### src/rtl/priority_arbiter_if.sv
// priority_arbiter_if: request/grant bundle between five requesters and the arbiter
interface priority_arbiter_if;
  logic req0, req1, req2, req3, req4;
  logic gnt0, gnt1, gnt2, gnt3, gnt4;
  modport master (output req0, req1, req2, req3, req4, input gnt0, gnt1, gnt2, gnt3, gnt4);
  modport slave  (input req0, req1, req2, req3, req4, output gnt0, gnt1, gnt2, gnt3, gnt4);
endinterface

### src/rtl/priority_arbiter.sv
// priority_arbiter: five-way fixed-priority arbiter with registered one-hot grants
// Define PRIORITY_ARBITER_LOCK_EN for non-preemptive (locking) grants.
module priority_arbiter (
  input  logic clock,
  input  logic reset,
  priority_arbiter_if.slave bus
);
  typedef enum logic [5:0] {
    IDLE = 6'b000001,
    G0   = 6'b000010,
    G1   = 6'b000100,
    G2   = 6'b001000,
    G3   = 6'b010000,
    G4   = 6'b100000
  } state_t;
  state_t state, win;
  logic [4:0] req;
  logic hold;
  assign req = {bus.req4, bus.req3, bus.req2, bus.req1, bus.req0};
  always_comb win = req[0] ? G0 : req[1] ? G1 : req[2] ? G2 : req[3] ? G3 : req[4] ? G4 : IDLE;
`ifdef PRIORITY_ARBITER_LOCK_EN
  // The current owner keeps the resource while its own request stays up.
  assign hold = |(state[5:1] & req);
`else
  assign hold = 1'b0;
`endif
  always_ff @(posedge clock or posedge reset)
    if (reset) state <= IDLE;
    else       state <= hold ? state : win;
  assign bus.gnt0 = state[1];
  assign bus.gnt1 = state[2];
  assign bus.gnt2 = state[3];
  assign bus.gnt3 = state[4];
  assign bus.gnt4 = state[5];
endmodule

### src/flat_wrapper.sv
// flat-port wrapper written by rule: the top's interface ports become plain ports
module priority_arbiter_flat 
  (clock, reset, bus_req0, bus_req1, bus_req2, bus_req3, bus_req4, bus_gnt0, bus_gnt1, bus_gnt2, bus_gnt3, bus_gnt4);
  priority_arbiter_if bus_i ();
  input  logic clock;
  input  logic reset;
  input wire logic [$bits(bus_i.req0)-1:0] bus_req0;
  input wire logic [$bits(bus_i.req1)-1:0] bus_req1;
  input wire logic [$bits(bus_i.req2)-1:0] bus_req2;
  input wire logic [$bits(bus_i.req3)-1:0] bus_req3;
  input wire logic [$bits(bus_i.req4)-1:0] bus_req4;
  output wire logic [$bits(bus_i.gnt0)-1:0] bus_gnt0;
  output wire logic [$bits(bus_i.gnt1)-1:0] bus_gnt1;
  output wire logic [$bits(bus_i.gnt2)-1:0] bus_gnt2;
  output wire logic [$bits(bus_i.gnt3)-1:0] bus_gnt3;
  output wire logic [$bits(bus_i.gnt4)-1:0] bus_gnt4;
  assign bus_i.req0 = bus_req0;
  assign bus_i.req1 = bus_req1;
  assign bus_i.req2 = bus_req2;
  assign bus_i.req3 = bus_req3;
  assign bus_i.req4 = bus_req4;
  assign bus_gnt0 = bus_i.gnt0;
  assign bus_gnt1 = bus_i.gnt1;
  assign bus_gnt2 = bus_i.gnt2;
  assign bus_gnt3 = bus_i.gnt3;
  assign bus_gnt4 = bus_i.gnt4;
  priority_arbiter u_core (.clock(clock), .reset(reset), .bus(bus_i));
endmodule
### config.mk
export PLATFORM = sky130hd
export DESIGN_NAME = priority_arbiter_flat
export DESIGN_NICKNAME = d
export VERILOG_FILES = /design/src/rtl/priority_arbiter_if.sv /design/src/rtl/priority_arbiter.sv /design/src/flat_wrapper.sv
export SDC_FILE = /design/constraint.sdc
export NUM_CORES = 1
export LEC_CHECK = 0
export CAP_MARGIN = 20
export CORE_AREA = 2 2 39 41
export CTS_CLUSTER_DIAMETER = 100
export DETAILED_ROUTE_END_ITERATION = 12
export DIE_AREA = 0 0 41 43
export PLACE_DENSITY = 0.46
export SKIP_CTS_REPAIR_TIMING = 1
export SLEW_MARGIN = 5
export SYNTH_ARGS = -nofsm -noshare
export SYNTH_HDL_FRONTEND = slang
export SYNTH_SLANG_ARGS = --single-unit
### constraint.sdc
create_clock -name clock -period 0.8 [get_ports clock]
set_input_delay 0.16 -clock clock [delete_from_list [all_inputs] [get_ports clock]]
set_output_delay 0.16 -clock clock [all_outputs]
set_load 0.03 [all_outputs]
==> results of run 1 <==
power by group through the flow:
stage	sequential, W	combinational [W]	clock, W
floorplan	0.000288	0.0000132	0
global placement	0.000269	0.0000864	0
detailed placement	0.000269	0.0000869	0
CTS	0.000266	0.0000874	0.000300
global route	0.000268	0.0000975	0.000324
finish	0.000267	0.0000900	0.000285
layout make-up:
cell class / count / area [sq um] / share of cell area (%)
Clock buffer: 4 / 26.3 / 7.58
Inverter: 1 / 3.75 / 1.08
Multi-Input combinational cell: 5 / 47.5 / 13.7
Sequential cell: 5 / 125 / 36.1
Tap cell: 16 / 20.0 / 5.78
Timing Repair Buffer: 11 / 124 / 35.7
kinds of logic after synthesis:
logic type,Yosys count,synth area share (%)
DFF,5,70.9
and+or+nand+nor,5,27.0
buffers and inverters,1,2.13
layout by cell type (no fill, tap or decap), types with 3 or more instances in the layout:
cell and instances:
clkdlybuf4s50_1 3, dlymetal6s2s_1 3, clkbuf_4 3, dfrtp_1 5, buf_6 5
cells in the mapped netlist:
| cell type | instances |
|---|---|
| nor3b_1 | 1 |
| dfrtp_1 | 5 |
| inv_1 | 1 |
| nor2b_1 | 1 |
| nand2b_1 | 1 |
| nor4_2 | 1 |
| nor4b_2 | 1 |
metal layers:
| layer | track usage [%] | part of all wire [%] |
|---|---|---|
| met1 | 6.93 | 43 |
| met2 | 5.00 | 28 |
| met3 | 4.71 | 21 |
| met4 | 10.0 | 7.0 |
| met5 | 0 | 0 |
path summary, 6_finish.rpt:
path	depth (start not counted)	start	slack [ps]	end
max in group asynchronous	2	reset	530	u_core.state[2]
min	2	reset	110	u_core.state[1]
max	1	u_core.state[3]	-100	bus_gnt2
min in group clock	1	bus_req0	160	u_core.state[1]
stage by stage:
stage,area [sq um],cells
6_report,347,42
5_1_grt,347,42
4_1_cts,320,42
3_5_place_dp,294,38
3_3_place_gp,294,38
2_1_floorplan,176,11
==> impl_metrics.yaml, run 1 <==
detailed_routing:
  dr.pass1.iters: 2
  wl_um: 357
  postRouteAntennaNets: 0
  drt_iter0_drc: 1
  drc: 0
  via_per_inst: 3.26
  num_vias: 137
  routedWlPerCell_um: 8.50
clock_network:
  cts_tree: "built"
  h-tree-depth: 1
  clkSinkCount: 5
  clk_path_buf_depth: 2
  cts_buffers: 3
  clk_pin_slew_ps: 40
  root_buffer: "clkbuf_4"
power_and_ir_drop:
  seqPwrFrac_pct: 41.6
  cellInternalPower_w: 0.000499
  worst_ir_drop_vdd_mv: 0.305
  switching_share_pct: 22.3
  p_clk_share_pct: 44.4
  p_leak_nw: 0.176
  p_switching_w: 0.000143
  p_comb_share_pct: 14.0
  pwr_density_cell_nw_per_um2: 1850
  report.power.total_w: 0.000642
floorplan:
  die_h_um: 43
  num_rows: 14
  pin_count: 12
  fp.coreArea_sq_um: 1380
  dieArea_sq_um: 1760
  die_width_um: 41
  initial_core_util_pct: 12.7
synth:
  yosys_warnings: 0
  yosysTopAreaCellShare_pct: 70.9
  synth_top_cell_by_area: "dfrtp_1"
  syn_area_sq_um: 176
  seq_area_frac_synth_pct: 70.9
  netlist_instances: 11
  ys_ff_latch: 5
  syn_nets: 18
  netlist-cell-type-count: 7
  synth_area_leaders: "dfrtp_1 71%, nor4b_2 8.5%, nor4_2 7.1%, nor3b_1 4.3%, nand2b_1 3.5%"
  syn_area_per_cell_sq_um: 16.0
place:
  portBuffers: 11
  dpl_worst_slack_ps: -251
  dp_hpwl_um: 265
  routabilityCongestion: 0.540
timing:
  period_needed_ps: 903
  slew_viol_final: 0
  fin_tns_setup_ps: -498
  fin_crit_sh_pct: 113
  holdWs_ps: 113
  max_freq_mhz: 1110
  fin_ws_ps: -103
  hold_viol: 0
  grt_setup_unrepaired: "true"
  slew_headroom_pct: 86.2
  tightest_slew_ps: 207
  setup_viol: 5
final_layout:
  utilization_pct: 25.0
  final_layout_size_suffix_gt1_share_pct: 38.5
  top_register: "u_core.state"
  largest_register_ffs: 5
  num-fill-cells: 151
  largestRegisters: "u_core.state (5)"
  syn2layout_area_growth_pct: 96.5
  layout.nets: 34
  antenna_cells: 0
setup_path:
  critPathKind: "reg -> out"
  cpLargestDelayFamily: "flip-flops"
  worstPathBufferInverterCount: 1
  critPathCaptureType: "output pin"
  worstPathCellList: "buf_6"
  slowest_delay_ps: 370
  cp.arrival_ps: 740
  cp_slowest_cell: "dfrtp_1"
  cp_max_fo: 1
  crit_required_ps: 640
  critPathLaunchType: "flop"
global_routing:
  grtUsageTotal_pct: 6.17
  antenna_found_initial: 0
  grt_max_degree: 6
  grt_overflow: 0
  grt_pass1_vias: 145
  grt_pass1_wl_um: 586
outcome:
  status: "finished, violations left"
  violations: "setup timing"
min_path:
  worstHoldPathType: "in -> async"
run:
  cap_violations: 0
Note: power is estimated with default switching activity, not from simulation.
==> run 2: changes to the inputs <==
--- a/config.mk
+++ b/config.mk
@@ -6,11 +6,15 @@
 export NUM_CORES = 1
 export LEC_CHECK = 0
 export CAP_MARGIN = 20
+export CELL_PAD_IN_SITES_DETAIL_PLACEMENT = 0
+export CELL_PAD_IN_SITES_GLOBAL_PLACEMENT = 1
 export CORE_AREA = 2 2 39 41
+export CTS_BUF_LIST = sky130_fd_sc_hd__clkbuf_8 sky130_fd_sc_hd__clkbuf_16
 export CTS_CLUSTER_DIAMETER = 100
 export DETAILED_ROUTE_END_ITERATION = 12
 export DIE_AREA = 0 0 41 43
-export PLACE_DENSITY = 0.46
+export PLACE_DENSITY = 0.55
+export RECOVER_POWER = 50
 export SKIP_CTS_REPAIR_TIMING = 1
 export SLEW_MARGIN = 5
 export SYNTH_ARGS = -nofsm -noshare
==> impl_metrics.yaml, run 2 (synthesized netlist as in run 1, its figures left out) <==
clock_network:
  root_buffer: "clkbuf_8"
  h-tree-depth: 1
  clkSinkCount: 5
  cts_tree: "built"
  clk_path_buf_depth: 2
  clk_pin_slew_ps: 30
  cts_buffers: 3
floorplan:
  die_width_um: 41
  num_rows: 14
  pin_count: 12
  initial_core_util_pct: 12.7
  die_h_um: 43
  fp.coreArea_sq_um: 1380
  dieArea_sq_um: 1760
final_layout:
  largest_register_ffs: 5
  final_layout_size_suffix_gt1_share_pct: 42.3
  largestRegisters: "u_core.state (5)"
  top_register: "u_core.state"
  antenna_cells: 0
  final_cells: 42
  syn2layout_area_growth_pct: 104
  mostFrequentLayoutCells: "5 x buf_6, 5 x dfrtp_1, 3 x clkbuf_8, 3 x clkdlybuf4s50_1, 2 x inv_1"
  layout.nets: 34
global_routing:
  grt_pass1_wl_um: 579
  antenna_found_initial: 0
  grt_max_degree: 6
  grt_overflow: 0
  grt_pass1_vias: 136
  grtUsageTotal_pct: 6.07
setup_path:
  cp_slowest_cell: "dfrtp_1"
  critPathKind: "reg -> out"
  cpLargestDelayFamily: "flip-flops"
  worstPathBufferInverterCount: 1
  critPathCaptureType: "output pin"
  critPathLaunch: "u_core.state[2]"
  cp.arrival_ps: 720
  critPathLaunchType: "flop"
  slowest_delay_ps: 360
  worstPathCellList: "buf_6"
  cp_max_fo: 1
  crit_required_ps: 640
timing:
  grt_setup_unrepaired: "true"
  slew_headroom_pct: 81.5
  tightest_slew_ps: 278
  slew_viol_final: 0
  setup_viol: 5
  fin_ws_ps: -75.7
  fin_crit_sh_pct: 109
  hold_viol: 0
  max_freq_mhz: 1140
  period_needed_ps: 876
detailed_routing:
  num_vias: 140
  drt_iter0_drc: 0
  via_per_inst: 3.33
  postRouteAntennaNets: 0
  dr.pass1.iters: 1
  routedWlPerCell_um: 8.40
  wl_um: 353
  drc: 0
outcome:
  status: "finished, violations left"
  violations: "setup timing"
place:
  dp_hpwl_um: 257
  routabilityCongestion: 0.646
  dp.cells: 38
  portBuffers: 11
  dpl_worst_slack_ps: -245
power_and_ir_drop:
  p_comb_share_pct: 11.1
  p_switching_w: 0.000160
  seqPwrFrac_pct: 33.5
  p_clk_share_pct: 55.4
  switching_share_pct: 20.1
  report.power.total_w: 0.000798
  pwr_density_cell_nw_per_um2: 2220
  p_leak_nw: 0.169
  cellInternalPower_w: 0.000638
  worst_ir_drop_vdd_mv: 0.378
run:
  cap_violations: 0
min_path:
  worstHoldStart: "bus_req0"
  worstHoldPathType: "in -> reg"
run 2: changes by cell type in the layout (fill, tap and decap cells not counted), sizes merged:
cell,change
dlygate4sd3,+1
dlymetal6s2s,-2
inv,+1
run 2: layout make-up:
class | instances | area [sq um]
inverters | 1 | 3.75
well taps | 16 | 20.0
clock buffers | 3 | 41.3
fillers | 147 | 1020
repair buffers | 11 | 113
clock inverters | 1 | 3.75
flip-flops and latches | 5 | 125
multi-input cells | 5 | 52.6
run 2: worst paths after layout:
check,endpoint,cells after the start
worst max-delay path,bus_gnt1,1
worst min-delay path,u_core.state[1],1
max in group asynchronous,u_core.state[1],2
min in group asynchronous,u_core.state[5],2
run 2: through the flow:
step	setup TNS, ps	util (%)	hold slack (ps)	instance area, sq um
final	-372	25.9	176	359
after detailed placement	-862	21.2	376	294
after CTS	-503	24.5	140	339
after global routing	-508	25.9	189	359
after floorplan	0	-	-61.5	176
after global placement	-784	21.2	360	294
run 2: power groups by stage:
stage          clock (W)  sequential, W  combinational, W
3_3_place_gp           0       0.000269         0.0000848
6_report        0.000442       0.000268         0.0000883
5_1_grt         0.000488       0.000268         0.0000953
2_1_floorplan          0       0.000288         0.0000132
4_1_cts         0.000453       0.000266         0.0000866
3_5_place_dp           0       0.000269         0.0000862
run 2: layer usage:
| metal | wire length, um | up-vias | GRT usage (%) | part of all wire (%) |
|---|---|---|---|---|
| li1 | - | 66 | - | - |
| met1 | 155 | 57 | 6.91 | 44 |
| met2 | 118 | 15 | 4.69 | 33 |
| met3 | 60 | 2 | 4.71 | 17 |
| met4 | 18 | 0 | 10.0 | 5.1 |
| met5 | 0 | - | 0 | 0 |
